**config.mk**
```make
export PLATFORM = sky130hd
export DESIGN_NAME = bcd_multi_counter
export DESIGN_NICKNAME = d
export VERILOG_FILES = /design/src/rtl/bcd_multi_counter.sv
export SDC_FILE = /design/constraint.sdc
export NUM_CORES = 1
export LEC_CHECK = 0
export BUFFER_PORTS_ARGS = -buffer_cell sky130_fd_sc_hd__clkbuf_2
export CORE_MARGIN = 2
export CORE_UTILIZATION = 52
export CTS_CLUSTER_SIZE = 20
export DETAILED_ROUTE_END_ITERATION = 10
export PLACE_DENSITY = 0.74
export SKIP_CTS_REPAIR_TIMING = 1
export SYNTH_ARGS = -nofsm -noshare
export SYNTH_HDL_FRONTEND = slang
export SYNTH_SLANG_ARGS = --single-unit
export TNS_END_PERCENT = 1
```
**constraint.sdc**
```tcl
create_clock -name clk -period 2 [get_ports clk]
set_clock_uncertainty 0.1 [all_clocks]
set_input_delay 0.4 -clock clk [delete_from_list [all_inputs] [get_ports clk]]
set_output_delay 0.4 -clock clk [all_outputs]
set_load 0.01 [all_outputs]
```
**src/rtl/bcd_multi_counter.sv**
```systemverilog
// Multi-digit BCD counter with tick prescaler, parallel load and multiplexed 7-segment scan.
// Define BCD_MULTI_COUNTER_UPDOWN_EN to enable down counting via up_dn.
module bcd_multi_counter #(
    parameter int unsigned DIGITS   = 4,
    parameter int unsigned TICK_DIV = 500000,
    parameter int unsigned SCAN_DIV = 5000
) (
    input  logic                  clk,
    input  logic                  reset,
    input  logic                  en,
    input  logic                  up_dn,
    input  logic                  load,
    input  logic [4*DIGITS-1:0]   load_val,
    output logic [4*DIGITS-1:0]   cnt_out,
    output logic                  carry,
    output logic [6:0]            FND,
    output logic [DIGITS-1:0]     FNDSel
);

    localparam int unsigned PW = (TICK_DIV > 1) ? $clog2(TICK_DIV) : 1;
    localparam int unsigned SW = (SCAN_DIV > 1) ? $clog2(SCAN_DIV) : 1;
    localparam int unsigned IW = (DIGITS > 1) ? $clog2(DIGITS) : 1;

    logic [PW-1:0]         presc_q;
    logic [SW-1:0]         scan_div_q;
    logic [IW-1:0]         scan_idx_q;
    logic [4*DIGITS-1:0]   cnt_q;
    logic                  carry_q;
    logic [6:0]            fnd_q;
    logic [DIGITS-1:0]     fndsel_q;

    logic                  tick;
    logic                  scan_step;
    logic [4*DIGITS-1:0]   inc_cnt;
    logic                  inc_chain;
    logic [4*DIGITS-1:0]   next_cnt;
    logic                  wrap;
    logic [4*DIGITS-1:0]   load_clean;
    logic [3:0]            disp_digit;

    function automatic logic [6:0] seg7(input logic [3:0] d);
        case (d)
            4'd0:    seg7 = 7'b1111110;
            4'd1:    seg7 = 7'b0110000;
            4'd2:    seg7 = 7'b1101101;
            4'd3:    seg7 = 7'b1111001;
            4'd4:    seg7 = 7'b0110011;
            4'd5:    seg7 = 7'b1011011;
            4'd6:    seg7 = 7'b1011111;
            4'd7:    seg7 = 7'b1110000;
            4'd8:    seg7 = 7'b1111111;
            4'd9:    seg7 = 7'b1110011;
            default: seg7 = 7'b0000000;
        endcase
    endfunction

`ifdef BCD_MULTI_COUNTER_UPDOWN_EN
    logic [4*DIGITS-1:0]   dec_cnt;
    logic                  dec_chain;

    always_comb begin
        dec_cnt   = cnt_q;
        dec_chain = 1'b1;
        for (int i = 0; i < DIGITS; i++) begin
            if (dec_chain) begin
                if (dec_cnt[4*i +: 4] == 4'd0) begin
                    dec_cnt[4*i +: 4] = 4'd9;
                end else begin
                    dec_cnt[4*i +: 4] = dec_cnt[4*i +: 4] - 4'd1;
                    dec_chain = 1'b0;
                end
            end
        end
    end
`else
    // Direction input has no effect when down counting is not built.
    logic unused_up_dn;
    assign unused_up_dn = up_dn;
`endif

    always_comb begin
        tick      = (presc_q == PW'(TICK_DIV - 1));
        scan_step = (scan_div_q == SW'(SCAN_DIV - 1));

        inc_cnt   = cnt_q;
        inc_chain = 1'b1;
        for (int i = 0; i < DIGITS; i++) begin
            if (inc_chain) begin
                if (inc_cnt[4*i +: 4] == 4'd9) begin
                    inc_cnt[4*i +: 4] = 4'd0;
                end else begin
                    inc_cnt[4*i +: 4] = inc_cnt[4*i +: 4] + 4'd1;
                    inc_chain = 1'b0;
                end
            end
        end

`ifdef BCD_MULTI_COUNTER_UPDOWN_EN
        next_cnt = up_dn ? inc_cnt : dec_cnt;
        wrap     = up_dn ? inc_chain : dec_chain;
`else
        next_cnt = inc_cnt;
        wrap     = inc_chain;
`endif

        // Non-BCD nibbles are forced to zero so the count stays decimal.
        load_clean = load_val;
        for (int i = 0; i < DIGITS; i++) begin
            if (load_val[4*i +: 4] > 4'd9) begin
                load_clean[4*i +: 4] = 4'd0;
            end
        end

        disp_digit = 4'd0;
        for (int i = 0; i < DIGITS; i++) begin
            if (scan_idx_q == IW'(i)) begin
                disp_digit = cnt_q[4*i +: 4];
            end
        end
    end

    always_ff @(posedge clk or posedge reset) begin
        if (reset) begin
            presc_q    <= '0;
            cnt_q      <= '0;
            carry_q    <= 1'b0;
            scan_div_q <= '0;
            scan_idx_q <= '0;
            fnd_q      <= 7'b1111110;
            fndsel_q   <= ~DIGITS'(1);
        end else begin
            carry_q <= 1'b0;
            if (load) begin
                cnt_q   <= load_clean;
                presc_q <= '0;
            end else begin
                presc_q <= tick ? '0 : presc_q + PW'(1);
                if (tick && en) begin
                    cnt_q   <= next_cnt;
                    carry_q <= wrap;
                end
            end

            if (scan_step) begin
                scan_div_q <= '0;
                scan_idx_q <= (scan_idx_q == IW'(DIGITS - 1)) ? '0 : scan_idx_q + IW'(1);
            end else begin
                scan_div_q <= scan_div_q + SW'(1);
            end

            fnd_q    <= seg7(disp_digit);
            fndsel_q <= ~(DIGITS'(1) << scan_idx_q);
        end
    end

    assign cnt_out = cnt_q;
    assign carry   = carry_q;
    assign FND     = fnd_q;
    assign FNDSel  = fndsel_q;

endmodule

```
==> out/metrics.yaml, run 1 <==
status: "finished with violations"
violations: "setup timing"
placed_area_mm2: 0.00412
die_h_um: 85.4
swShare_pct: 26.2
syn_inst: 351
pwr-share-seq_pct: 46.4
synth_warnings: 0
grt_max_degree: 30
io_buffer_count: 47
fp.coreArea_mm2: 0.00639
nFillCells: 461
hold_class: "in2async"
rsz0062_at_grt: "true"
slowest_stage: "or4_4"
ant_nets: 0
fin_crit_ns: 2.10
cp_slowest_stage_delay_ns: 0.56
syn_avg_cell_area_um2: 9.81
synthTopCellsByCount: "dfrtp_1 (53), nor2_1 (40), nand2_1 (31), nand3_1 (22), o21ai_0 (20)"
synth_seq_cells: 62
p_clk_share_pct: 40.5
tightestPinTransition_ns: 0.580
synthArstFlopShare_pct: 100
netlist-cell-type-count: 49
synth_edf_count: 0
fin_nets: 487
path_class: "reg2reg"
setup_viol: 11
slew_headroom_pct: 61.3
vdd.ir_drop.worst_v: 0.000458
clock_latency_ns: 0.34
synth_top_area_cell: "dfrtp_1"
drive_gt1_share_pct: 35.5
finalInstanceArea_mm2: 0.00447
yosysMostFrequentCell: "dfrtp_1"
cts_made_buffers: 9
cts_sinks: 62
clkTransAtPathRegs_ns: 0.07
grt_pass1_wl_mm: 12.9
synth-seq-area-share_pct: 45.4
layout_setup_ws_ns: -0.104
grt_pass1_vias: 2924
synth_nets: 384
cp_num_cells: 5
path_buf_inv: 1
wl_per_cell_um: 14.7
required_ns: 2.14
fmax_mhz: 475
vias_per_cell: 5.64
grt_antenna_before_repair: 0
drt_iter0_drc: 203
wl_mm: 7.86
synth-main-ff-cell: "dfrtp_1"
antenna-diode-count: 0
vias: 3022
grt_overflow_total: 0
rows: 29
maxCapViolCount: 0
netlist_area_mm2: 0.00344
crit_path_start_kind: "register"
path_delay_family: "simple AND/OR/NAND/NOR gates"
p_sw_uw: 784
cp.arrival_ns: 2.24
cts_tree: "done"
drv_slew: 0
reg2reg_depth: 5
pin_count: 49
fp.dieW_um: 85.4
synth_top_area_share_pct: 38.5
powerDensity_mw_per_mm2: 669
p_int_mw: 2.20
worstPathMaxFanout: 4
period_share_pct: 105
dp_hpwl_mm: 5.68
fp.dieArea_mm2: 0.00729
route.detailed.drc: 0
hold_viol_final: 0
path_cells: "or4_4 > nor4_4 > nand4_1 > buf_4 > nor4_1"
grt.total_usage_pct: 22.4
clk_root_buffer_cell: "clkbuf_8"
start_util_pct: 53.9
areaGrowthSynthToFinish_pct: 29.8
drtPass1Iterations: 4
h-tree-depth: 3
combPwrFrac_pct: 13.1
cp-end-kind: "register"
routabilityCongestion: 0.895
cts_buffer_depth: 2
p_leak_nw: 2.12
preCtsSetupSlack_ns: -0.154
synth.area.top_cells: "dfrtp_1 (39%), dfstp_2 (6.9%), xor2_1 (4.6%)"
stage by stage:
stage | utilization, % | setup TNS [ns] | power (mW) | instances | hold slack [ns]
4_1_cts | 67.9 | -2.28 | 3.00 | 532 | 0.00705
5_1_grt | 70.0 | -2.04 | 3.12 | 536 | 0.0339
2_1_floorplan | - | -0.0471 | 1.62 | 351 | 0.353
3_3_place_gp | 64.6 | -0.741 | 1.78 | 516 | 0.379
3_5_place_dp | 64.6 | -1.60 | 1.79 | 516 | 0.385
6_report | 70.0 | -0.434 | 2.99 | 536 | 0.00536
cell usage in the layout (no fill, tap or decap), types with 3 or more instances in the layout:
cell        instances
a21oi_1            10
a22oi_2             4
and3_1              7
and4_1              4
buf_4              53
clkbuf_2           47
clkbuf_8            9
clkinvlp_4          4
dfrtp_1            52
dfstp_2             9
ha_1                7
ha_4                3
inv_1              14
inv_2               3
mux2i_1            14
nand2_1            31
nand3_1            20
nand3b_1            7
nand4_1            11
nor2_1             40
nor4_1              3
o21ai_0            14
o21ai_1             5
o32ai_1             4
xnor2_1            15
xor2_1             18
registers in the layout (all words and copies together), names as in the netlist:
name,cells
FND,7
FNDSel,4
carry,1
cnt_out,16
presc_q,19
scan_div_q,13
scan_idx_q,2
final cells by class:
| cell class | instances | area (um2) | area share (%) |
|---|---|---|---|
| clock buffers | 10 | 128 | 2.86 |
| clock inverters | 6 | 87.6 | 1.96 |
| inverters | 19 | 77.6 | 1.74 |
| multi-input cells | 259 | 1830 | 41.0 |
| flip-flops and latches | 62 | 1560 | 35.0 |
| well taps | 77 | 96.3 | 2.16 |
| repair buffers | 103 | 684 | 15.3 |
path summary, 6_finish.rpt:
kind	startpoint	endpoint	slack [ns]
setup / recovery	presc_q[12]	carry	-0.10
hold / removal	reset	presc_q[12]	0.005
max in group asynchronous	reset	FNDSel[2]	1.20
hold reg to reg	scan_div_q[12]	scan_div_q[12]	0.40
min in group clk	load_val[5]	cnt_out[7]	0.17
setup reg to reg	presc_q[12]	carry	-0.10
logic make-up (layout without fill, tap and decap cells):
kind of cell | count (synthesis) | count (layout) | synth area share [%]
AO/OA/AOI/OAI | 55 | 55 | 10.3
multiplexers | 16 | 16 | 4.72
adder cells (fa/ha/maj) | 12 | 12 | 4.36
XOR/XNOR | 33 | 33 | 8.39
buffers and inverters | 30 | 138 | 4.61
flip-flops | 62 | 62 | 45.4
AND/OR/NAND/NOR | 143 | 143 | 22.2
power by group through the flow:
stage | combinational, mW | sequential, mW | clock, mW
floorplan | 0.199 | 1.42 | 0
global placement | 0.375 | 1.40 | 0
detailed placement | 0.384 | 1.40 | 0
CTS | 0.387 | 1.38 | 1.23
global route | 0.438 | 1.39 | 1.29
finish | 0.392 | 1.39 | 1.21
layer usage:
metal	wire, um	share of wire [%]	global-route usage, %
met1	3420	44	27.5
met2	4020	51	37.8
met3	298	3.8	4.09
met4	119	1.5	10.8
met5	0	0	0
No activity file was read; power rests on OpenSTA's default activity.
==> inputs of run 2 (changes only) <==
==> constraint.sdc (replaced) <==
create_clock -name clk -period 2 [get_ports clk]
set_clock_uncertainty 0.1 [all_clocks]
set_input_delay 0.3 -clock clk [delete_from_list [all_inputs] [get_ports clk]]
set_output_delay 0.3 -clock clk [all_outputs]
set_load 0.01 [all_outputs]
==> run 2 against run 1 <==
Net effect:
- the run still ends with setup timing left
- first-iteration DRC count is 3.0% higher
- fmax is 4.2% higher
- utilization stayed put
- highest routed layer unchanged
- combinational power is 2% higher
- via count is 1.9% lower
- clock-buffer cell count is 1 lower
- design area stayed put
==> out/metrics.yaml, run 2 (synthesized netlist as in run 1, its figures left out) <==
cts_sinks: 62
fp.dieArea_mm2: 0.00729
cts_tree: "done"
p_leak_nw: 2.12
min_to: "cnt_out[3]"
grt.total_usage_pct: 22.4
drv_slew: 0
highest_layer: "met4"
reg2reg_depth: 6
clk_root_buffer_cell: "clkbuf_8"
cts_made_buffers: 9
start_util_pct: 53.9
cp.arrival_ns: 2.13
final_common_cell: "dfrtp_1"
fmax_mhz: 495
grt_antenna_before_repair: 0
routabilityCongestion: 0.855
maxCapViolCount: 0
final_cell_mix: "dfrtp_1 (52), buf_4 (49), clkbuf_2 (47)"
hold_depth: 2
routed-wl-met3_um: 323
rows: 29
layout_setup_ws_ns: -0.0196
fin_crit_ns: 2.02
multi_input_area_mm2: 0.00183
h-tree-depth: 3
period_share_pct: 101
drtPass1Iterations: 4
route.detailed.drc: 0
grt_max_degree: 30
cp-end-kind: "register"
rr_endpoint: "cnt_out[11]"
wl_met2_mm: 3.80
ant_nets: 0
vias_per_cell: 5.54
rsz0062_at_grt: "true"
fp.coreArea_mm2: 0.00639
r2r_slack_ns: -0.02
areaGrowthSynthToFinish_pct: 29.8
setup_viol: 5
hold_viol_final: 0
nFillCells: 491
fp.dieW_um: 85.4
dp_hpwl_mm: 5.56
required_ns: 2.11
tightestPinTransition_ns: 0.507
cts_buffer_depth: 2
violations: "setup timing"
min_from: "load_val[1]"
largest_register_ffs: 19
vdd.ir_drop.worst_v: 0.000660
slew_headroom_pct: 66.1
path_class: "reg2reg"
clkTransAtPathRegs_ns: 0.07
worstPathMaxFanout: 4
antenna-diode-count: 0
drive_gt1_share_pct: 35.2
register_area_mm2: 0.00156
crit_path_start_kind: "register"
pin_count: 49
drt_iter0_drc: 209
wl_per_cell_um: 14.2
hold_class: "in2reg"
preCtsSetupSlack_ns: -0.143
clock_latency_ns: 0.35
io_buffer_count: 47
r2r_start: "presc_q[10]"
finish.utilization_pct: 70.0
fin_nets: 486
status: "finished with violations"
grt_pass1_wl_mm: 13.0
powerDensity_mw_per_mm2: 675
wl_mm: 7.59
grt_pass1_vias: 2894
die_h_um: 85.4
grt_overflow_total: 0
regMostFlops: "presc_q"
met1_length_mm: 3.31
vias: 2966
run 2: cell types whose count changed in the layout (fill, tap and decap cells not counted), sizes merged:
| cell | before | now |
|---|---|---|
| dlygate4sd3 | 0 | 1 |
| clkinv | 1 | 2 |
| clkbuf | 57 | 56 |
| buf | 56 | 54 |
| inv | 18 | 20 |
| clkinvlp | 4 | 2 |
run 2: worst max-delay path by stage:
stage / start / endpoint / slack [ns] / cells after the start
final: presc_q[10] / cnt_out[11] / -0.02 / 6
after global routing: scan_idx_q[1] / FND[6] / -0.16 / 9
after CTS: scan_idx_q[1] / FND[4] / -0.17 / 7
after detailed placement: scan_idx_q[1] / FND[4] / -0.14 / 7
after global placement: presc_q[1] / cnt_out[14] / -0.07 / 6
after floorplan: scan_idx_q[1] / FND[0] / -0.02 / 10
run 2: layer usage:
| metal | GRT usage (%) | up-vias |
|---|---|---|
| li1 | - | 1448 |
| met1 | 28.2 | 1433 |
| met2 | 38.1 | 69 |
| met3 | 4.09 | 16 |
| met4 | 9.09 | 0 |
| met5 | 0 | - |
run 2: cell type report:
cell class	count	share of cell area, %
inverters	19	1.65
clock inverters	7	2.18
clock buffers	9	2.77
well taps	77	2.16
repair buffers	102	15.4
flip-flops and latches	62	35.0
multi-input cells	259	40.9
run 2: where the power goes:
group / internal (mW) / total (mW) / switching, mW
sequential: 1.32 / 1.38 / 0.0576
clock: 0.705 / 1.24 / 0.532
combinational: 0.182 / 0.398 / 0.217
total: 2.21 / 3.02 / 0.807
run 2: critical path, stage by stage, from the launching register on:
cell and delay (ns):
dfrtp_1 0.38, or4_4 0.57, nor4_4 0.24, buf_4 0.19, o2111ai_1 0.12, a22oi_1 0.21
o32ai_1 0.09
run 2: stage by stage:
stage	instances	cell area (um2)	setup TNS (ns)	hold slack [ns]	total power [mW]
after floorplan	351	3470	-0.0328	0.309	1.62
after global placement	515	4110	-0.512	0.234	1.78
after detailed placement	515	4110	-1.28	0.237	1.79
after CTS	531	4330	-1.66	-0.147	3.03
after global routing	535	4470	-1.78	0.0795	3.14
final	535	4470	-0.0641	0.0742	3.02
